--- config.mk ---
export PLATFORM = sky130hd
export DESIGN_NAME = lag_switch_requester
export DESIGN_NICKNAME = d
export VERILOG_FILES = /design/src/rtl/LAG_pkg.sv /design/src/rtl/lag_credit_counter.sv /design/src/rtl/lag_switch_requester.sv
export SDC_FILE = /design/constraint.sdc
export NUM_CORES = 1
export LEC_CHECK = 0
export ABC_AREA = 1
export CORE_UTILIZATION = 46
export DETAILED_ROUTE_END_ITERATION = 8
export PLACE_DENSITY_LB_ADDON = 0.12
export SYNTH_ARGS = -nofsm -noshare
export SYNTH_HDL_FRONTEND = slang
export SYNTH_SLANG_ARGS = --single-unit
--- constraint.sdc ---
create_clock -name clk -period 5.9 [get_ports clk]
set_clock_uncertainty 0.1 [all_clocks]
set_input_delay 1.18 -clock clk [delete_from_list [all_inputs] [get_ports clk]]
set_output_delay 1.18 -clock clk [all_outputs]
set_load 0.01 [all_outputs]
--- src/rtl/LAG_pkg.sv ---
// LAG_pkg: shared router constants, requester state enum and slot activity mask.
package LAG_pkg;
  localparam int IN = 0;
  localparam int OUT = 1;
  localparam int NUMGROUPS = 5;
  localparam int MAX_GROUPSIZE = 4;
  localparam int NSLOTS = NUMGROUPS * MAX_GROUPSIZE;
  typedef enum logic {IDLE, LOCKED} req_state_t;
  typedef int links_t [NUMGROUPS][2];
  function automatic logic [NSLOTS-1:0] active_mask(input links_t l);
    logic [NSLOTS-1:0] m;
    m = '0;
    for (int g = 0; g < NUMGROUPS; g++)
      for (int s = 0; s < MAX_GROUPSIZE; s++)
        m[g*MAX_GROUPSIZE+s] = s < l[g][IN];
    return m;
  endfunction
endpackage

--- src/rtl/lag_credit_counter.sv ---
// lag_credit_counter: downstream buffer credit count with saturating overflow detect.
module lag_credit_counter #(
  parameter int depth = 4
) (
  input  logic                         clk,
  input  logic                         rst_n,
  input  logic                         consume,
  input  logic                         credit_in,
  output logic [$clog2(depth+1)-1:0]   count,
  output logic                         overflow
);
  localparam int W = $clog2(depth + 1);
  assign overflow = credit_in && !consume && count == W'(depth);
  always_ff @(posedge clk)
    if (!rst_n) count <= W'(depth);
    else if (consume && !credit_in) count <= count - W'(1);
    else if (credit_in && !consume && !overflow) count <= count + W'(1);
endmodule

--- src/rtl/lag_switch_requester.sv ---
// lag_switch_requester: drives arbiter requests, holds wormhole ownership and tracks credits.
module lag_switch_requester
  import LAG_pkg::*;
#(
  parameter int     numgroups     = NUMGROUPS,
  parameter int     max_groupsize = MAX_GROUPSIZE,
  parameter links_t links         = '{default: 2},
  parameter int     buf_depth     = 4,
  localparam int    N             = numgroups * max_groupsize,
  localparam int    CW            = $clog2(buf_depth + 1),
  localparam int    OW            = $clog2(N)
) (
  input  logic          clk,
  input  logic          rst_n,
  input  logic [N-1:0]  head_valid,
  input  logic [N-1:0]  head_tail,
  output logic [N-1:0]  request,
  input  logic [N-1:0]  grant,
  output logic          success,
  output logic [N-1:0]  pop,
  input  logic          credit_in,
  output logic [CW-1:0] credits,
  output logic          locked,
  output logic [1:0]    err
);
  localparam logic [N-1:0] ACTIVE = N'(active_mask(links));
  function automatic logic [OW-1:0] to_index(input logic [N-1:0] v);
    logic [OW-1:0] idx;
    idx = '0;
    for (int i = 0; i < N; i++)
      if (v[i]) idx = OW'(i);
    return idx;
  endfunction
  req_state_t    state;
  logic [OW-1:0] owner;
  logic [OW-1:0] gidx;
  logic          has_credit;
  logic          one_hot;
  logic          bad_grant;
  logic          xfer;
  logic          own_pop;
  logic          consume;
  logic          overflow;
  always_comb begin
    has_credit = credits != '0;
    request = (rst_n && state == IDLE && has_credit) ? head_valid & ACTIVE : '0;
    one_hot = grant != '0 && (grant & (grant - N'(1))) == '0;
    bad_grant = rst_n && grant != '0 && (state == LOCKED || !one_hot || (grant & ~request) != '0);
    xfer = rst_n && state == IDLE && grant != '0 && !bad_grant;
    own_pop = rst_n && state == LOCKED && head_valid[owner] && has_credit && !bad_grant;
    gidx = to_index(grant);
    success = xfer;
    pop = xfer ? grant : own_pop ? N'(1) << owner : '0;
    consume = |pop;
  end
  always_ff @(posedge clk)
    if (!rst_n) begin
      state <= IDLE;
      owner <= '0;
      err   <= '0;
    end else begin
      err <= err | {bad_grant, overflow};
      if (xfer && !head_tail[gidx]) begin
        state <= LOCKED;
        owner <= gidx;
      end else if (own_pop && head_tail[owner]) state <= IDLE;
    end
  assign locked = state == LOCKED;
  lag_credit_counter #(.depth(buf_depth)) u_credits (
    .clk       (clk),
    .rst_n     (rst_n),
    .consume   (consume),
    .credit_in (credit_in),
    .count     (credits),
    .overflow  (overflow)
  );
endmodule

==> impl_results.md <==
- Die W: between 70 and 80 um
- Total Routing Usage GR: 32.9%
- Drt pass-1 iters: 5
- CP required: about 4.6 ns
- Critical path class: input pin to output pin
- Remaining global-route overflow: 0
- Seq cells post-synth: 11
- Worst slew pin tran: 0.735 ns
- Critical Path Fanout Max: 10
- Antenna violations before repair: 0
- Final Hold Fails: 0
- DP Wirelength: around 7400 um
- FP Rows: 25
- Area of the mapped netlist: 2390 um2
- TNS Setup: 0 ns
- Initial Utilization: between 40% and 50%
- Top routing layer used: met4
- Period utilization: approximately 93%
- Post-route ant nets: 0
- Setup violations, final: 0
- Setup bufs post-CTS: 0
- Htree depth: 1
- Die span in y: 74.1 um
- Commonest non-fill, non-tap cells in the layout: 123 x nand2_1, 99 x clkdlybuf4s50_1, 71 x inv_1, 71 x nor2_1, 55 x nand3_1
- Worst VDD drop: a little under 0.1 mV
- Worst relative slew slack: 50.9%
- Root Buffer: clkbuf_8
- Status: finished clean
- Yosys Warn Count: 0
- RSZ-0062 raised after global routing: no
- Min cycle time layout: 5.49 ns
- Die Area: approximately 5500 um2
- Setup ws final: between 0.4 and 0.5 ns
- Largest net degree at the start of global routing: 23
- Initial DRC count: about 300
- # Max-Cap Violations: 0
- Via count of the first global-routing pass: ~3,000
- Area of the multi-input gates: around 1800 um2
- Clk buf depth: 2
- IO buf count: slightly below 100
- Layout cell share with drive strength beyond 1: under 10%
- First-pass GRT wire length: 14,000 um
- Via count: between 3,000 and 4,000
- Synth Instances: about 480
- CTS hold repair buffers: 0
- Clock latency on the worst-skew pair: 0.25 ns
- Post-CTS sizing: 0
- Slew Limit Fails: 0
- Synth cell types: 34
- Drt wl/cell: between 10 and 15 um
- Nets: 631
- Hold Path Class: register to register
- Num CTS Buffers: 3
- Syn avg cell area: around 5.0 um2
- P per Cell Area: between 80 and 90 nW/um2
- Met2 WL: 4120 um
- Leak: 1.60 nW
- Sequential cell area: ~220 um2
- Max Freq: between 0.15 and 0.2 GHz
- TritonCTS clock tree: done
- DR WL met3: 915 um
- Post-DR vias/cell: ~5.5
- Area Growth Syn to Fin: 42.5%
- Core region area: between 4000 and 5000 um2
- Most common cell after layout, fill and taps aside: nand2_1
- WP data arrival: 4.21 ns
- Fillcell total: ~470
- Io pins: 110
- WL final: roughly 9000 um
- DR DRC count: 0
- Final std cells w/o fill: 633
- Clock Pin Slew Worst Setup and Hold Paths: 0.06 ns
- Startpoint Class: input pin
- CP endpoint kind: output pin
- Placed Cells incl. Taps: 629
- RePlAce Congestion: between 0.9 and 1
- Metal-1 WL: between 3000 and 4000 um
- Ant diodes: 0
- Register area share after synthesis: a little under a tenth
- Total clock sinks: 11
- Pre-CTS setup slack: 0.526 ns
power by group:
part	total (W)	switching, W	internal (W)
Clock	0.0000809	0.0000341	0.0000468
Combinational	0.000145	0.0000732	0.0000716
Sequential	0.0000798	0.00000239	0.0000774
Total	0.000305	0.000110	0.000196
metrics by stage:
step / hold slack (ns) / area, um2 / utilization (%) / power (W)
after floorplan: 0.374 / 2420 / - / 0.000153
after global placement: 0.354 / 3360 / 69.3 / 0.000223
after detailed placement: 0.366 / 3360 / 69.3 / 0.000224
after CTS: 0.375 / 3410 / 70.2 / 0.000302
after global routing: 0.399 / 3410 / 70.2 / 0.000322
final: 0.380 / 3410 / 70.2 / 0.000305
cell usage after synthesis:
library cell / count / area (um2)
nand2_1: 123 / 462
inv_1: 71 / 267
nor2_1: 71 / 267
nand3_1: 55 / 275
o21ai_0: 22 / 110
nor3_1: 19 / 95.1
o21ai_1: 12 / 60.1
a21oi_1: 11 / 55.1
dfxtp_1: 11 / 220
buf_4: 10 / 75.1
nor2_2: 9 / 56.3
o22ai_1: 8 / 50.1
clkbuf_1: 6 / 22.5
nand2_2: 5 / 31.3
inv_2: 4 / 15.0
nand3b_1: 4 / 30.0
nand4_1: 4 / 25.0
a22oi_1: 3 / 22.5
buf_2: 3 / 15.0
buf_6: 3 / 33.8
nand2_4: 3 / 33.8
o2111ai_1: 3 / 26.3
a221oi_1: 2 / 17.5
inv_4: 2 / 12.5
nor2_4: 2 / 22.5
a21boi_1: 1 / 7.51
a22o_1: 1 / 8.76
a31oi_1: 1 / 6.26
conb_1: 1 / 3.75
fa_1: 1 / 20.0
nor2_8: 1 / 20.0
o211ai_1: 1 / 7.51
o311ai_0: 1 / 8.76
o31ai_1: 1 / 7.51
worst max-delay path, stage by stage:
cell and delay [ns]:
clkdlybuf4s50_1 0.54, nor2_2 0.25, nand2_1 0.12, nor2_2 0.19
nand2_1 0.07, nand2_1 0.06, o21ai_1 0.06, nor2_1 0.09
nand2_1 0.07, nor2_2 0.11, nand2_2 0.10, nand2_4 0.13
nand2_2 0.10, nor3_1 0.22, inv_1 0.12, o21ai_0 0.20
clkdlybuf4s50_1 0.58
metal layers:
| metal | vias up | global-route usage [%] |
|---|---|---|
| met2 | 233 | 55.4 |
| li1 | 1688 | - |
| met5 | - | 0 |
| met1 | 1531 | 43.2 |
| met4 | 0 | 10.9 |
| met3 | 31 | 4.47 |
final timing paths:
path / start / endpoint / slack, ns / cells after the start
min reg2reg: err[1]$_SDFF_PN0_ / err[1]$_SDFF_PN0_ / 0.38 / 2
max reg2reg: owner[0]$_SDFFE_PN0P_ / u_credits.count[2]$_SDFFE_PN1P_ / 2.23 / 22
min: err[1]$_SDFF_PN0_ / err[1]$_SDFF_PN0_ / 0.38 / 2
max: grant[9] / pop[17] / 0.41 / 17
logic make-up after synthesis:
family                     Yosys count  synth area share, %
AOI/OAI and AO/OA                   67                 16.2
adders and majority gates            1                0.838
buffers and inverters               99                 18.4
DFF                                 11                 9.21
other                                1                0.157
and+or+nand+nor                    296                 55.1
sequential cells by signal (all words and copies together), names as in the netlist:
name,cells
err,2
locked,1
u_credits.count,3
owner,5
cell type report:
class / instances / share of cell area, %
clock inverter: 1 / 0.147
inverter: 77 / 8.63
tap: 67 / 2.46
timing repair buffer: 100 / 29.3
sequential: 11 / 6.47
multi-input combinational: 374 / 51.8
clock buffer: 3 / 1.21
Power figures use the tool's default switching activity.
